### src/rtl/wm8731_adc_rx.sv
// WM8731 ADC receiver, I2S mode with the codec as bit/frame clock master.
// The codec pins are synchronized into clk_50m and sampled on bit-clock rises.
// Each complete left+right frame is presented as one parallel stereo sample.
`timescale 1ns/1ps
module wm8731_adc_rx #(
  parameter int WL       = 32,
  parameter int SYNC_LEN = 2
) (
  input  logic          clk_50m,
  input  logic          rst_n,
  input  logic          cfg_done,
  input  logic          aud_bclk,
  input  logic          aud_adclrc,
  input  logic          aud_adcdat,
  output logic [WL-1:0] rx_data_l,
  output logic [WL-1:0] rx_data_r,
  output logic          rx_valid,
  output logic          rx_err
);

  localparam int CNT_W = $clog2(WL + 1);
  localparam logic [CNT_W-1:0] CNT_FULL = CNT_W'(WL);
  localparam logic [CNT_W-1:0] CNT_LAST = CNT_W'(WL - 1);

  typedef enum logic [1:0] {
    IDLE  = 2'd0,
    ARM   = 2'd1,
    SHIFT = 2'd2
  } state_t;

  state_t state, state_nx;

  logic [SYNC_LEN-1:0] bclk_sync;
  logic [SYNC_LEN-1:0] lrc_sync;
  logic [SYNC_LEN-1:0] dat_sync;
  logic                bclk_s;
  logic                lrc_s;
  logic                dat_s;
  logic                bclk_prev;
  logic                lrc_q;
  logic                bre;
  logic                ch_edge;
  logic                left_start;
  logic [CNT_W-1:0]    bit_cnt;
  logic [WL-1:0]       shift_reg;
  logic [WL-1:0]       left_hold;
  logic [WL-1:0]       word_next;
  logic                left_ok;
  logic                vld_p1;
  logic                shift_en;
  logic                word_done;
  logic                short_edge;

  // Three identical synchronizer chains keep bclk, lrc and dat mutually aligned
  always_ff @(posedge clk_50m or negedge rst_n) begin
    if (!rst_n) begin
      bclk_sync <= '0;
      lrc_sync  <= '0;
      dat_sync  <= '0;
    end else begin
      bclk_sync <= {bclk_sync[SYNC_LEN-2:0], aud_bclk};
      lrc_sync  <= {lrc_sync[SYNC_LEN-2:0], aud_adclrc};
      dat_sync  <= {dat_sync[SYNC_LEN-2:0], aud_adcdat};
    end
  end

  assign bclk_s = bclk_sync[SYNC_LEN-1];
  assign lrc_s  = lrc_sync[SYNC_LEN-1];
  assign dat_s  = dat_sync[SYNC_LEN-1];

  // Bit-clock edge detector and the LRC level seen at the previous bit-clock rise
  always_ff @(posedge clk_50m or negedge rst_n) begin
    if (!rst_n) begin
      bclk_prev <= 1'b0;
      lrc_q     <= 1'b0;
    end else begin
      bclk_prev <= bclk_s;
      if (bre) begin
        lrc_q <= lrc_s;
      end
    end
  end

  assign bre        = bclk_s & ~bclk_prev;
  assign ch_edge    = bre & (lrc_s ^ lrc_q);
  assign left_start = ch_edge & ~lrc_s;
  assign word_next  = {shift_reg[WL-2:0], dat_s};

  // Capture FSM state register
  always_ff @(posedge clk_50m or negedge rst_n) begin
    if (!rst_n) begin
      state <= IDLE;
    end else begin
      state <= state_nx;
    end
  end

  // Next state plus the per-bit qualifiers; the channel-edge rise is the I2S delay slot
  always_comb begin
    state_nx   = state;
    shift_en   = 1'b0;
    word_done  = 1'b0;
    short_edge = 1'b0;
    case (state)
      IDLE: begin
        if (cfg_done) begin
          state_nx = ARM;
        end
      end
      ARM: begin
        if (!cfg_done) begin
          state_nx = IDLE;
        end else if (left_start) begin
          state_nx = SHIFT;
        end
      end
      SHIFT: begin
        if (!cfg_done) begin
          state_nx = IDLE;
        end else if (ch_edge) begin
          short_edge = (bit_cnt != CNT_FULL);
        end else if (bre && (bit_cnt < CNT_FULL)) begin
          shift_en  = 1'b1;
          word_done = (bit_cnt == CNT_LAST);
        end
      end
      default: begin
        state_nx = IDLE;
      end
    endcase
  end

  // Data-bit counter: cleared outside SHIFT and at every channel edge, saturates at WL
  always_ff @(posedge clk_50m or negedge rst_n) begin
    if (!rst_n) begin
      bit_cnt <= '0;
    end else if ((state != SHIFT) || !cfg_done || ch_edge) begin
      bit_cnt <= '0;
    end else if (shift_en) begin
      bit_cnt <= bit_cnt + CNT_W'(1);
    end
  end

  // Frame bookkeeping: left word held until its right partner completes, short channels flag an error
  always_ff @(posedge clk_50m or negedge rst_n) begin
    if (!rst_n) begin
      left_ok <= 1'b0;
      vld_p1  <= 1'b0;
      rx_err  <= 1'b0;
    end else begin
      vld_p1 <= word_done & lrc_s & left_ok;
      if (short_edge) begin
        rx_err <= 1'b1;
      end
      if ((state != SHIFT) || !cfg_done) begin
        left_ok <= 1'b0;
      end else if (ch_edge) begin
        if (short_edge || !lrc_s) begin
          left_ok <= 1'b0;
        end
      end else if (word_done) begin
        left_ok <= ~lrc_s;
      end
    end
  end

  // Serial-to-parallel shift register and left holding register
  always_ff @(posedge clk_50m) begin
    if (shift_en) begin
      shift_reg <= word_next;
    end
    if (word_done && !lrc_s) begin
      left_hold <= word_next;
    end
  end

  // Output stage: stereo pair loads one cycle after the right word completes
  always_ff @(posedge clk_50m or negedge rst_n) begin
    if (!rst_n) begin
      rx_data_l <= '0;
      rx_data_r <= '0;
      rx_valid  <= 1'b0;
    end else begin
      rx_valid <= vld_p1;
      if (vld_p1) begin
        rx_data_l <= left_hold;
        rx_data_r <= shift_reg;
      end
    end
  end

endmodule

### config.mk
export PLATFORM = sky130hd
export DESIGN_NAME = wm8731_adc_rx
export DESIGN_NICKNAME = d
export VERILOG_FILES = /design/src/rtl/wm8731_adc_rx.sv
export SDC_FILE = /design/constraint.sdc
export NUM_CORES = 1
export LEC_CHECK = 0
export ABC_AREA = 1
export BUFFER_PORTS_ARGS = -buffer_cell sky130_fd_sc_hd__buf_2
export CORE_MARGIN = 3
export CORE_UTILIZATION = 50
export CTS_CLUSTER_SIZE = 30
export DETAILED_ROUTE_END_ITERATION = 16
export PLACE_DENSITY = 0.78
export SLEW_MARGIN = 20
export SYNTH_ARGS = -nofsm -noshare
export SYNTH_HDL_FRONTEND = slang
export SYNTH_SLANG_ARGS = --single-unit
### constraint.sdc
create_clock -name clk_50m -period 3.9 [get_ports clk_50m]
set_clock_uncertainty 0.1 [all_clocks]
set_input_delay 0.78 -clock clk_50m [delete_from_list [all_inputs] [get_ports clk_50m]]
set_output_delay 0.78 -clock clk_50m [all_outputs]
set_load 0.005 [all_outputs]
==> impl_metrics.toml, run 1 <==
[sta]
fin_crit_ps = 2430
fmax_mhz = 411
rsz0062_at_grt = "no"
fin_setup_tns_ps = 0
report.final.slew_viol_count = 0
whs_ps = 217
setup_viol = 0
period_share_pct = 62.4
slew_headroom_pct = 38.7
finalHoldViolations = 0
worstMarginPinSlew_ps = 919

[floorplan]
fp-row-count = 36
die_width_um = 108
start_util_pct = 52.3
core_um2 = 9910
io_pins = 72
die_h_um = 108
dieArea_um2 = 11600

[logic_synthesis]
seq_area_frac_synth_pct = 77.6
synthTopCellsByCount = "dfrtp_1, edfxtp_1, mux2_2, nand2_1, nor2_1"
synth_area_leaders = "dfrtp_1, edfxtp_1, mux2_2"
yosys_most_used_dff = "dfrtp_1"
syn-cell-area_um2 = 5190
syn_inst = 291
postSynthAreaPerCell_um2 = 17.8
synth_cell_types = 25
ys_ff_latch = 148
synth_nets = 299
yosysMostFrequentCell = "dfrtp_1"
synth-edff-count = 64
yosysTopAreaCell = "dfrtp_1"
ys.warnings.count = 0
async_flop_share_pct = 56.8
yosysTopAreaCellShare_pct = 40.5

[cells_and_area]
area_growth_pct = 20.8
fillers = 709
fin_nets = 385
design_area_um2 = 6260
drive_above_1_share_pct = 46.7
n_antenna_cell = 0

[critical_path]
required_ps = 4010
worst_setup_path_start_kind = "register"
critPathMaxFanout = 19
r2r_slack_ps = 1470
end_kind = "register"
crit_arrival_ps = 2550
worstReg2RegStart = "bit_cnt[0]$_DFFE_PN0P_"
worstReg2RegEnd = "left_hold[6]$_DFFE_PP_"
path_class = "register to register"
reg2reg_depth = 8

[place]
gp_congestion = 0.798
placed_cell_area_um2 = 5660
port_buffers = 71
dpl.hpwl_um = 5450

[routing]
drtAntennaViolNets = 0
drt_first_iter_violations = 172
drtPass1Iterations = 4
via_per_inst = 5.04
wl_um = 8530
drc_errors = 0
routedWlPerCell_um = 16.3
num_vias = 2638

[cts]
cts_tree = "done"
clock_sinks = 148
clockRootBuffer = "clkbuf_8"
path_clk_slew_ps = 60
hold_buffers = 0
cts_buffers = 17
worstSkewPairLatency_ps = 520
cts_buffer_depth = 2
post_cts_buffers = 0
htreeDepth = 4
cts_resized = 0

[pwr]
powerDensity_nw_per_um2 = 526
total_leakage_power_nw = 2.92
finalPower_mw = 3.30
ir_worst_vdd_v = 0.000412

[global_routing]
grt_max_degree = 85
track_usage_pct = 16.1
use_met2_pct = 25.2
grt_pass1_wl_um = 13800
grt_util_met3_pct = 6.00
antenna_found_initial = 0
overflow = 0
grtUsageMet1_pct = 20.4
busiest_layer = "met2"
grt_pass1_vias = 2669

[run_status]
status = "complete, no violations"

[worst_hold_path]
hold_path.class = "primary input to async pin"

[flow_run]
maxCapViolCount = 0
[worst max-delay path: stages, from the launching register on]
cell     delay [ps]
dfrtp_1         410
ha_1            190
nand3_1         100
nor2_1          100
nand2_1         100
nor2_1          120
nand2_1          80
inv_1           570
buf_4           360
[area by class of cell]
type	instances	area (µm²)	share of cell area, %
clock buffers	18	428	6.83
well taps	133	166	2.66
repair buffers	74	384	6.13
clock inverters	14	174	2.78
multi-input cells	124	1040	16.6
flip-flops and latches	148	4030	64.3
inverters	12	45.0	0.719
[placed cells by master, fill, tap and decap left out]
cell / netlist / layout
a21o_1: 1 / 1
a21oi_1: 2 / 2
a21oi_2: 2 / 2
a31oi_1: 1 / 1
buf_2: 0 / 70
buf_4: 1 / 3
buf_6: 6 / 1
bufinv_16: 0 / 3
clkbuf_16: 0 / 16
clkbuf_8: 0 / 2
clkinv_2: 0 / 3
clkinvlp_4: 0 / 3
dfrtp_1: 84 / 83
dfrtp_2: 0 / 1
edfxtp_1: 64 / 64
ha_1: 2 / 2
inv_1: 11 / 11
inv_2: 1 / 1
inv_6: 0 / 4
inv_8: 0 / 1
mux2_2: 64 / 64
nand2_1: 21 / 21
nand2_2: 1 / 1
nand2_4: 1 / 1
nand3_1: 5 / 5
nand3_2: 1 / 1
nand4_1: 1 / 1
nor2_1: 12 / 12
nor2_2: 2 / 2
nor2_4: 2 / 2
nor3_1: 3 / 3
o21ai_0: 1 / 1
o21ai_2: 1 / 1
xor2_1: 1 / 1
[worst max-delay path by stage]
stage,start,to,slack (ps),cells after the start
finish,bit_cnt[0]$_DFFE_PN0P_,left_hold[6]$_DFFE_PP_,1470,8
global route,bit_cnt[0]$_DFFE_PN0P_,left_hold[13]$_DFFE_PP_,1220,8
CTS,bit_cnt[0]$_DFFE_PN0P_,left_hold[13]$_DFFE_PP_,1420,8
detailed placement,cfg_done,left_hold[7]$_DFFE_PP_,1160,8
global placement,cfg_done,shift_reg[21]$_DFFE_PP_,1230,8
floorplan,cfg_done,shift_reg[0]$_DFFE_PP_,1500,6
[power by group]
part,switching (mW),internal [mW],total (mW)
registers,0.00558,1.62,1.63
logic,0.0264,0.00707,0.0335
clock network,0.633,1.00,1.63
[through the flow]
step / instances / setup WS, ps / utilization (%)
after floorplan: 291 / 1500 / -
after global placement: 491 / 1230 / 57.1
after detailed placement: 491 / 1160 / 57.1
after CTS: 523 / 1420 / 63.2
after global routing: 523 / 1220 / 63.2
final: 523 / 1470 / 63.2
[layer usage]
layer,share of wire (%),vias to the layer above
met2,51,66
met5,0,-
met3,5.0,14
met1,42,1348
li1,-,1210
met4,1.8,0
[logic make-up (layout without fill, tap and decap cells)]
kind of cell    after synthesis  count (layout)  synth area share, %
flops                       148             148                 77.6
mux                          64              64                 13.9
xor+xnor                      1               1                0.169
buf+inv                      19             118                 2.32
compound gates                8               8                 1.06
fa+ha+maj                     2               2                0.482
simple gates                 49              49                 4.49
Note: power is estimated with default switching activity, not from simulation.
==> inputs of run 2 (changes only) <==
- clock period: 3.9 -> 2.4 ns (I/O delays scaled with it)
==> impl_metrics.toml, run 2 (same netlist as run 1, synthesis figures left out) <==
[sta]
rsz0062_at_grt = "no"
fin_crit_ps = 1930
finalHoldViolations = 0
fmax_mhz = 517
slew_headroom_pct = 56.7
setup_viol = 0
report.final.slew_viol_count = 0
whs_ps = 135
fin_setup_tns_ps = 0
worstMarginPinSlew_ps = 649
period_share_pct = 80.6
finalWorstSetupSlack_ps = 467

[routing]
drc_errors = 0
wl_um = 8710
drtPass1Iterations = 4
via_per_inst = 4.92
drt_first_iter_violations = 154
routedWlPerCell_um = 16.4
drtAntennaViolNets = 0
num_vias = 2617

[pwr]
powerDensity_nw_per_um2 = 846
internal_power_mw = 4.34
ir_worst_vdd_v = 0.000524
clock_power_share_pct = 49.5
swShare_pct = 19.2
p_sw_mw = 1.03
total_leakage_power_nw = 2.96
combPwrFrac_pct = 1.2
p_seq_share_pct = 49.3

[critical_path]
critPathMaxFanout = 23
end_kind = "register"
path_class = "register to register"
crit_arrival_ps = 2010
worst_setup_path_start_kind = "register"
required_ps = 2480

[cells_and_area]
fin_nets = 394
most-common-layout-cells = "dfrtp_1, buf_2, mux2_2, edfxtp_1, nand2_1"
fin_util_pct = 64.1
n_antenna_cell = 0
final_common_cell = "dfrtp_1"
finalNonFillerCells = 532
drive_above_1_share_pct = 46.1
area_growth_pct = 22.5

[global_routing]
grt_pass1_vias = 2729
antenna_found_initial = 0
track_usage_pct = 16.3
grt_max_degree = 51
grt_pass1_wl_um = 14100
overflow = 0

[flow_run]
maxCapViolCount = 0

[cts]
path_clk_slew_ps = 60
post_cts_buffers = 0
clockRootBuffer = "clkbuf_8"
cts_buffer_depth = 2
cts_buffers = 17
htreeDepth = 4
cts_tree = "done"
worstSkewPairLatency_ps = 510
clock_sinks = 148

[worst_hold_path]
hold_path.class = "primary input to register"

[floorplan]
fp-row-count = 36
start_util_pct = 52.3
die_width_um = 108
io_pins = 72
core_um2 = 9910
die_h_um = 108
dieArea_um2 = 11600

[place]
dp.cells = 496
preCtsSetupSlack_ps = 396
gp_congestion = 0.784
dpl.hpwl_um = 5460
port_buffers = 71

[run_status]
status = "complete, no violations"
run 2: worst paths after layout:
kind                                   startpoint                         to  slack, ps  depth (start not counted)
min in group asynchronous                   rst_n  rx_data_r[14]$_DFFE_PN0P_        430                          2
max reg2reg                bit_cnt[0]$_DFFE_PN0P_    left_hold[22]$_DFFE_PP_        470                          8
max in group asynchronous                   rst_n      dat_sync[0]$_DFF_PN0_       1170                          3
min                                      cfg_done       state[0]$_DFFE_PN0P_        130                          3
max                        bit_cnt[0]$_DFFE_PN0P_    left_hold[22]$_DFFE_PP_        470                          8
min reg2reg                 lrc_sync[0]$_DFF_PN0_      lrc_sync[1]$_DFF_PN0_        250                          0
run 2: area by class of cell:
type | count | area (µm²)
clock buffer | 19 | 422
clock inverter | 13 | 181
fill | 716 | 3560
inverter | 12 | 45.0
multi-input combinational | 124 | 1040
sequential | 148 | 4030
tap | 133 | 166
timing repair buffer | 83 | 470
run 2: critical path, stage by stage (launching register included):
cell	delay, ps
dfrtp_1	410
ha_1	200
nand3_1	110
nor2_1	100
nand2_1	100
nor2_1	120
nand2_1	70
inv_1	70
buf_4	310
run 2: metal layers:
| layer | vias up | track usage [%] | routed length, µm |
|---|---|---|---|
| li1 | 1224 | - | - |
| met1 | 1310 | 21.0 | 3800 |
| met2 | 73 | 26.0 | 4370 |
| met3 | 10 | 5.76 | 422 |
| met4 | 0 | 5.68 | 116 |
| met5 | - | 0 | 0 |
run 2: timing repair:
item | 4_1_cts | 5_1_grt
endpoints found under the hold margin | 51 | 0
gates resized for setup | 0 | 0
hold buffers | 4 | 0
run 2: power by group through the flow:
stage	Sequential [mW]	Combinational [mW]	Clock [mW]
floorplan	2.70	0.0183	0
global placement	2.70	0.0600	0
detailed placement	2.70	0.0625	0
CTS	2.65	0.0675	2.72
global route	2.65	0.0746	2.84
finish	2.65	0.0644	2.66
run 2: metrics by stage:
stage | instance area, µm² | power (mW)
global placement | 5710 | 2.76
CTS | 6350 | 5.43
detailed placement | 5710 | 2.76
global route | 6350 | 5.56
floorplan | 5190 | 2.71
finish | 6350 | 5.38
